File: config.mk
export PLATFORM = sky130hd
export DESIGN_NAME = pipeline_controller
export DESIGN_NICKNAME = d
export VERILOG_FILES = /design/src/rtl/pipeline_ctrl_pkg.sv /design/src/rtl/sat_counter.sv /design/src/rtl/pipeline_controller.sv
export SDC_FILE = /design/constraint.sdc
export NUM_CORES = 1
export LEC_CHECK = 0
export CORE_ASPECT_RATIO = 2
export CORE_MARGIN = 1
export CORE_UTILIZATION = 34
export DETAILED_ROUTE_END_ITERATION = 16
export PLACE_DENSITY_LB_ADDON = 0.05
export SETUP_SLACK_MARGIN = 0.1
export SYNTH_ARGS = -nofsm -noshare
export SYNTH_HDL_FRONTEND = slang
export SYNTH_SLANG_ARGS = --single-unit
File: constraint.sdc
create_clock -name clk -period 4.2 [get_ports clk]
set_input_delay 0.63 -clock clk [delete_from_list [all_inputs] [get_ports clk]]
set_output_delay 0.63 -clock clk [all_outputs]
set_load 0.05 [all_outputs]
File: src/rtl/pipeline_ctrl_pkg.sv
// Shared types and constants for the pipeline stall/flush controller and the
// pipeline registers it drives.
package pipeline_ctrl_pkg;

    typedef enum logic [1:0] {
        ST_RUN      = 2'd0,
        ST_MEM_WAIT = 2'd1,
        ST_ERROR    = 2'd2
    } state_e;

    localparam int DEFAULT_MEM_TIMEOUT = 15;
    localparam int WAIT_CNT_W          = 8;

    // Instruction word the pipeline registers load when a bubble or flush is applied.
    localparam logic [31:0] NOP_INSTR = 32'h0000_0013;

endpackage

File: src/rtl/sat_counter.sv
// Saturating up-counter with synchronous clear; clear wins over increment.
module sat_counter #(
    parameter int W = 32
) (
    input  logic         clk,
    input  logic         rst,
    input  logic         clr,
    input  logic         inc,
    output logic [W-1:0] count
);

    logic [W-1:0] count_q;
    logic [W-1:0] count_d;

    // NOTE: combinational blocks assign every output a default first so no latch is inferred.
    always_comb begin
        count_d = count_q;
        if (clr) begin
            count_d = '0;
        end else if (inc && (count_q != {W{1'b1}})) begin
            count_d = count_q + W'(1);
        end
    end

    // NOTE: state registers use non-blocking assignments; combinational logic uses blocking.
    always_ff @(posedge clk) begin
        if (rst) begin
            count_q <= '0;
        end else begin
            count_q <= count_d;
        end
    end

    assign count = count_q;

endmodule

File: src/rtl/pipeline_controller.sv
// Central stall/flush sequencer: merges ID hazards, EXE branches and MEM SRAM
// waits into per-stage freeze/flush/bubble controls, with timeout and counters.
module pipeline_controller
    import pipeline_ctrl_pkg::*;
#(
    parameter int MEM_TIMEOUT = DEFAULT_MEM_TIMEOUT,
    parameter int CNT_W       = 32
) (
    input  logic             clk,
    input  logic             rst,
    input  logic             hazard_detected,
    input  logic             branch_taken,
    input  logic             mem_r_en,
    input  logic             mem_w_en,
    input  logic             sram_ready,
    input  logic             cnt_clr,
    output logic             freeze_pc,
    output logic             freeze_if_id,
    output logic             bubble_id_ex,
    output logic             flush_if_id,
    output logic             freeze_all,
    output logic             mem_timeout,
    output logic [CNT_W-1:0] stall_cnt,
    output logic [CNT_W-1:0] flush_cnt,
    output logic [CNT_W-1:0] mem_wait_cnt
);

    localparam logic [WAIT_CNT_W-1:0] TIMEOUT = WAIT_CNT_W'(MEM_TIMEOUT);

    state_e                  state_q;
    logic [WAIT_CNT_W-1:0]   wait_cnt_q;
    logic                    mem_timeout_q;

    logic mem_access;
    logic mem_freeze;
    logic stall_inc;
    logic flush_inc;

    assign mem_access = mem_r_en | mem_w_en;

    always_ff @(posedge clk) begin
        if (rst) begin
            state_q       <= ST_RUN;
            wait_cnt_q    <= '0;
            mem_timeout_q <= 1'b0;
        end else begin
            case (state_q)
                ST_RUN: begin
                    if (mem_access && !sram_ready) begin
                        state_q    <= ST_MEM_WAIT;
                        wait_cnt_q <= WAIT_CNT_W'(1);
                    end
                end
                // The MEM request is held stable by the freeze, so only sram_ready matters here.
                ST_MEM_WAIT: begin
                    if (sram_ready) begin
                        state_q    <= ST_RUN;
                        wait_cnt_q <= '0;
                    end else if (wait_cnt_q == TIMEOUT) begin
                        state_q       <= ST_ERROR;
                        mem_timeout_q <= 1'b1;
                    end else begin
                        wait_cnt_q <= wait_cnt_q + WAIT_CNT_W'(1);
                    end
                end
                ST_ERROR: begin
                    mem_timeout_q <= 1'b1;
                end
                default: begin
                    state_q <= ST_RUN;
                end
            endcase
        end
    end

    always_comb begin
        mem_freeze = 1'b0;
        case (state_q)
            ST_RUN:      mem_freeze = mem_access & ~sram_ready;
            ST_MEM_WAIT: mem_freeze = ~sram_ready;
            ST_ERROR:    mem_freeze = 1'b1;
            default:     mem_freeze = 1'b0;
        endcase
    end

    // A branch seen while frozen is held upstream and acts on the first unfrozen cycle.
    always_comb begin
        freeze_pc    = 1'b0;
        freeze_if_id = 1'b0;
        bubble_id_ex = 1'b0;
        flush_if_id  = 1'b0;
        freeze_all   = 1'b0;
        stall_inc    = 1'b0;
        flush_inc    = 1'b0;
        if (rst) begin
            freeze_all = 1'b0;
        end else if (mem_freeze) begin
            freeze_all   = 1'b1;
            freeze_pc    = 1'b1;
            freeze_if_id = 1'b1;
        end else if (branch_taken) begin
            flush_if_id  = 1'b1;
            bubble_id_ex = 1'b1;
            flush_inc    = 1'b1;
        end else if (hazard_detected) begin
            freeze_pc    = 1'b1;
            freeze_if_id = 1'b1;
            bubble_id_ex = 1'b1;
            stall_inc    = 1'b1;
        end
    end

    assign mem_timeout = mem_timeout_q & ~rst;

    sat_counter #(.W(CNT_W)) u_stall_cnt (
        .clk   (clk),
        .rst   (rst),
        .clr   (cnt_clr),
        .inc   (stall_inc),
        .count (stall_cnt)
    );

    sat_counter #(.W(CNT_W)) u_flush_cnt (
        .clk   (clk),
        .rst   (rst),
        .clr   (cnt_clr),
        .inc   (flush_inc),
        .count (flush_cnt)
    );

    sat_counter #(.W(CNT_W)) u_mem_wait_cnt (
        .clk   (clk),
        .rst   (rst),
        .clr   (cnt_clr),
        .inc   (freeze_all),
        .count (mem_wait_cnt)
    );

endmodule

Yosys cells after proc, flatten, opt, wreduce, memory -nomap -nowiden
Index checks and enable logic that the tools add are counted.
{"block": "totals", "register_bits": 107, "input_bits": 8, "word_cells": 65, "output_inout_bits": 102}
{"block": "op_classes", "reduce_logical": 12, "n_eq_ne": 11, "add_sub_neg": 4, "n_mux": 26, "bitwise": 6}
{"operator": "32-bit by 1-bit adder with 32-bit output, second input constant", "n": 3}
{"operator": "32-bit != test, second input constant", "n": 3}
{"operator": "8-bit 2-to-1 mux", "n": 3}
{"operator": "1-bit 2-to-1 mux", "n": 16}
{"operator": "8-bit case mux with 2 select lines", "n": 1}
{"operator": "3-bit AND reduction", "n": 3}
{"operator": "8-bit by 1-bit adder with 8-bit output, second input constant", "n": 1}
{"operator": "8-bit by 4-bit == test with 1-bit output, second input constant", "n": 1}
{"operator": "2-bit 2-to-1 mux", "n": 3}
{"operator": "2-bit != test, second input constant", "n": 3}
{"operator": "3-bit != test, second input constant", "n": 2}
{"operator": "2-bit case mux with 3 select lines", "n": 1}
{"operator": "1-bit logical AND", "n": 4}
{"operator": "2-bit nonzero test", "n": 2}
{"operator": "1-bit inverter", "n": 3}
{"operator": "1-bit case mux with 3 select lines", "n": 1}
{"operator": "1-bit bitwise AND", "n": 2}
{"operator": "2-bit by 1-bit == test with 1-bit output, second input constant", "n": 1}
{"operator": "2-bit == test, second input constant", "n": 1}
{"operator": "2-bit logical NOT", "n": 1}
{"operator": "1-bit case mux with 2 select lines", "n": 1}
{"operator": "2-bit OR reduction", "n": 1}
{"operator": "1-bit logical NOT", "n": 1}
{"operator": "1-bit bitwise OR", "n": 1}

Longest topological paths before layout
{"block": "logic_depth", "word_depth": 6, "ltp_mapped": 9, "depth_no_buf": 7}

Modules after synthesis
A second synthesis with hierarchy kept.
{"block": "hier_totals", "hier_cells": 679, "hier_area_um2": 5554.1}
{"mod": "sat_counter", "instances": 3, "area_per_inst_um2": 1620.3, "cells_each": 198}
{"mod": "pipeline_controller", "instances": 1, "area_per_inst_um2": 693.2, "cells_each": 85}

Least setup slack after synthesis
OpenSTA, ideal clock, no wires.
{"block": "synth_path", "path_kind": "input -> output", "startpoint": "input port sram_ready", "endpoint": "output port freeze_pc", "cell_stages": 5, "n_path_buf": 1, "arrival_time_ns": 2.367, "path_slack_ns": 1.203, "path_cell_list": "or2_2 o21ai_0 inv_1 a21oi_1 buf_4"}
{"block": "synth_via", "elab_chain_cells": 5}
{"element": "start: declaration", "line_no": "pipeline_controller.sv:15", "text": "input logic sram_ready,"}
{"element": "1-bit inverter (*)", "line_no": "pipeline_controller.sv:79, pipeline_controller.sv:80"}
{"element": "1-bit bitwise AND", "line_no": "pipeline_controller.sv:79", "text": "ST_RUN: mem_freeze = mem_access & ~sram_ready;"}
{"element": "1-bit case mux with 3 select lines (*)", "line_no": "pipeline_controller.sv:78", "text": "case (state_q)"}
{"element": "1-bit 2-to-1 mux (*) (2 in a row)"}
{"element": "end: declaration", "line_no": "pipeline_controller.sv:17", "text": "output logic freeze_pc,"}
Every way passes the cells marked *; elsewhere a longest branch is shown, timed or not.

Worst setup path in the final report
{"block": "layout_path", "startpoint": "input port sram_ready", "endpoint": "output port freeze_if_id"}
{"block": "layout_via", "elab_chain_cells": 5}
{"element": "1-bit inverter (*)", "line_no": "pipeline_controller.sv:79, pipeline_controller.sv:80"}
{"element": "1-bit bitwise AND", "line_no": "pipeline_controller.sv:79"}
{"element": "1-bit case mux with 3 select lines (*)", "line_no": "pipeline_controller.sv:78"}
{"element": "1-bit 2-to-1 mux (*)", "line_no": "pipeline_controller.sv:97", "text": "end else if (mem_freeze) begin"}
{"element": "1-bit 2-to-1 mux (*)", "line_no": "pipeline_controller.sv:95", "text": "if (rst) begin"}
{"element": "end: declaration", "line_no": "pipeline_controller.sv:18", "text": "output logic freeze_if_id,"}
Marked as above.

==> results_dict.tcl <==
set metrics [dict create \
    worst_pin_slew_ps 1160 \
    syn-num-nets 705 \
    yosys.area.top_type "dfxtp_1" \
    cap_violations 0 \
    power.leakage_nw 2.12 \
    pwr-share-seq_pct 51.8 \
    numClockSinks 107 \
    synthAdderAreaFrac_pct 0.900 \
    hold_ws_ps 477 \
    core_um2 15900 \
    final-hold-violation-count 0 \
    rsz0062_at_grt "false" \
    crit_required_ps 3570 \
    clkSlewWorstSetupHoldPaths_ps 70 \
    track_usage_pct 19.6 \
    switchingPower_w 0.000460 \
    yosysUniqueCellTypes 48 \
    pwr-share-comb_pct 5.0 \
    power.internal_w 0.00151 \
    powerDensity_nw_per_um2 276 \
    yosysMostFrequentCell "dfxtp_1" \
    antenna_left 0 \
    fin_setup_tns_ps 0 \
    via_per_inst 5.72 \
    netSwitchingFraction_pct 23.3 \
    clock_path_buffers 2 \
    ioPinCount 110 \
    initial_core_util_pct 35.1 \
    seq_area_frac_synth_pct 38.5 \
    yosysWarnings 0 \
    setup_viol 0 \
    wl_um 16300 \
    async_flop_share_pct 0 \
    rows 65 \
    drc 0 \
    syn_avg_cell_area_um2 8.02 \
    antenna_found_initial 0 \
    synth_compound_area_share_pct 19.4 \
    synth_top_family_by_area "simple AND/OR/NAND/NOR gates" \
    drive_gt1_share_pct 5.67 \
    ys_ff_latch 107 \
    max_freq_mhz 283 \
    firstDrtPassIters 4 \
    post_cts_resized 0 \
    muxShareOfSynthArea_pct 1.62 \
    hold_buffers 0 \
    wire_per_inst_um 16.4 \
    post-place-cells 979 \
    die_h_um 183 \
    instances_no_fill 995 \
    cts_tree "built" \
    worstSetupPathType "input pin to output port" \
    drt_iter0_markers 220 \
    chipWidth_um 92.4 \
    synth_flop_cell "dfxtp_1" \
    final-max-slew-violation-count 0 \
    synthCells 693 \
    first_global_vias 5430 \
    port-buffer-count 109 \
    cts_buffers 9 \
    synth_simple_gate_area_share_pct 32.2 \
    area_growth_pct 28.3 \
    cts_setup_buffers 0 \
    cp-end-kind "output port" \
    fin_crit_sh_pct 84.2 \
    synth_edf_count 0 \
    crit_fanout 4 \
    power_w 0.00197 \
    nNetsFinal 801 \
    slew_headroom_pct 21.8 \
    clock_latency_ps 350 \
    synthTopCellsByArea "dfxtp_1 (39%), a21oi_1 (5.6%), or4_1 (4.5%), o31ai_1 (4.2%), nand4_1 (4.2%)" \
    htree_num_levels 3 \
    critPathArrivalTime_ps 2900 \
    synth-xor-area-share_pct 3.47 \
    gp_congestion 0.816 \
    grt_start_max_net_pins 38 \
    p_clk_share_pct 43.2 \
    clock_skew_ps 11.2 \
    root_buffer "clkbuf_16" \
    min_period_ps 3530 \
    dp_hpwl_um 12000 \
    synth_commonest_cells "dfxtp_1 (107), a21oi_1 (62), nand2_1 (56), nor2_1 (53), nand3_1 (44)" \
    syn_area_um2 5560 \
    n_antenna_cell 0 \
    start_kind "input pin" \
    num_vias 5696 \
    grt_pass1_wl_um 26800 \
    hp-class "flop to flop" \
    ir_drop_v 0.000172 \
    grt-ovfl-total 0 \
    status "finished, final reports clean" \
    synth_top_area_share_pct 38.5 \
    die_area_um2 16900 \
]
==> per-layer routing <==
metal | global-route usage, % | routed length (µm) | share of wire [%]
met5 | 0 | 0 | 0
met4 | 7.69 | 357 | 2.2
met3 | 3.40 | 726 | 4.5
met2 | 36.8 | 8710 | 53
met1 | 21.2 | 6520 | 40
==> critical path, cell delays in order <==
cell             delay [ps]
clkdlybuf4s50_1         450
or2_2                   310
o21ai_0                 390
inv_1                    80
a21oi_1                 200
clkdlybuf4s50_1         850
==> area by class of cell <==
cell class	instances	area, µm²
clock buffer	12	236
sequential	107	2140
timing repair buffer	122	1190
inverter	15	56.3
clock inverter	4	51.3
multi-input combinational	534	3210
fill	1638	8730
tap	201	251
==> metrics by stage <==
stage	setup slack [ps]	utilization, %	area (µm²)
2_1_floorplan	1200	-	5560
3_3_place_gp	677	43.2	6840
3_5_place_dp	607	43.2	6840
4_1_cts	636	45.0	7130
5_1_grt	504	45.0	7130
6_report	666	45.0	7130
==> power by group through the flow <==
| stage | logic, W | registers, W | clock network (W) |
|---|---|---|---|
| after CTS | 0.000101 | 0.00102 | 0.000880 |
| after detailed placement | 0.000101 | 0.00104 | 0 |
| after floorplan | 0.0000624 | 0.00105 | 0 |
| after global placement | 0.0000995 | 0.00104 | 0 |
| after global routing | 0.000108 | 0.00102 | 0.000918 |
| final | 0.0000994 | 0.00102 | 0.000852 |
==> sequential cells by signal (all words and copies together) (netlist names) <==
name	flops
u_flush_cnt.count	32
u_mem_wait_cnt.count	32
u_stall_cnt.count	32
wait_cnt_q	8
state_q	2
mem_timeout_q	1
==> cells in the final DEF (no fill, tap or decap), types with 4 or more instances in the layout <==
| cell | n |
|---|---|
| clkdlybuf4s50_1 | 108 |
| dfxtp_1 | 107 |
| a21oi_1 | 62 |
| nand2_1 | 56 |
| nor2_1 | 52 |
| nand3_1 | 44 |
| nand4_1 | 37 |
| or3_1 | 34 |
| or4_1 | 33 |
| o21ai_0 | 32 |
| o31ai_1 | 31 |
| nor3_1 | 19 |
| inv_1 | 15 |
| and3_1 | 14 |
| buf_4 | 14 |
| xor2_1 | 12 |
| nor4_1 | 10 |
| xnor2_1 | 10 |
| mux2i_1 | 9 |
| clkbuf_16 | 9 |
| and4_1 | 7 |
| a31o_2 | 7 |
| o21a_1 | 7 |
| o211ai_1 | 6 |
| a211oi_1 | 6 |
| and2_1 | 5 |
| a31oi_1 | 5 |
| ha_1 | 4 |
==> final timing paths <==
check / start / end / slack, ps / cells past startpoint
min reg2reg: u_mem_wait_cnt.count[16]$_SDFFE_PP0P_ / u_mem_wait_cnt.count[16]$_SDFFE_PP0P_ / 480 / 2
max reg2reg: state_q[1]$_SDFFE_PP0P_ / u_mem_wait_cnt.count[28]$_SDFFE_PP0P_ / 1320 / 8
min: u_mem_wait_cnt.count[16]$_SDFFE_PP0P_ / u_mem_wait_cnt.count[16]$_SDFFE_PP0P_ / 480 / 2
max: sram_ready / freeze_if_id / 670 / 6
==> cells by family after synthesis <==
| family | Yosys count |
|---|---|
| flops | 107 |
| fa+ha+maj | 4 |
| compound gates | 171 |
| xor+xnor | 22 |
| mux | 9 |
| buf+inv | 52 |
| simple gates | 328 |
Note: power is estimated with default switching activity, not from simulation.
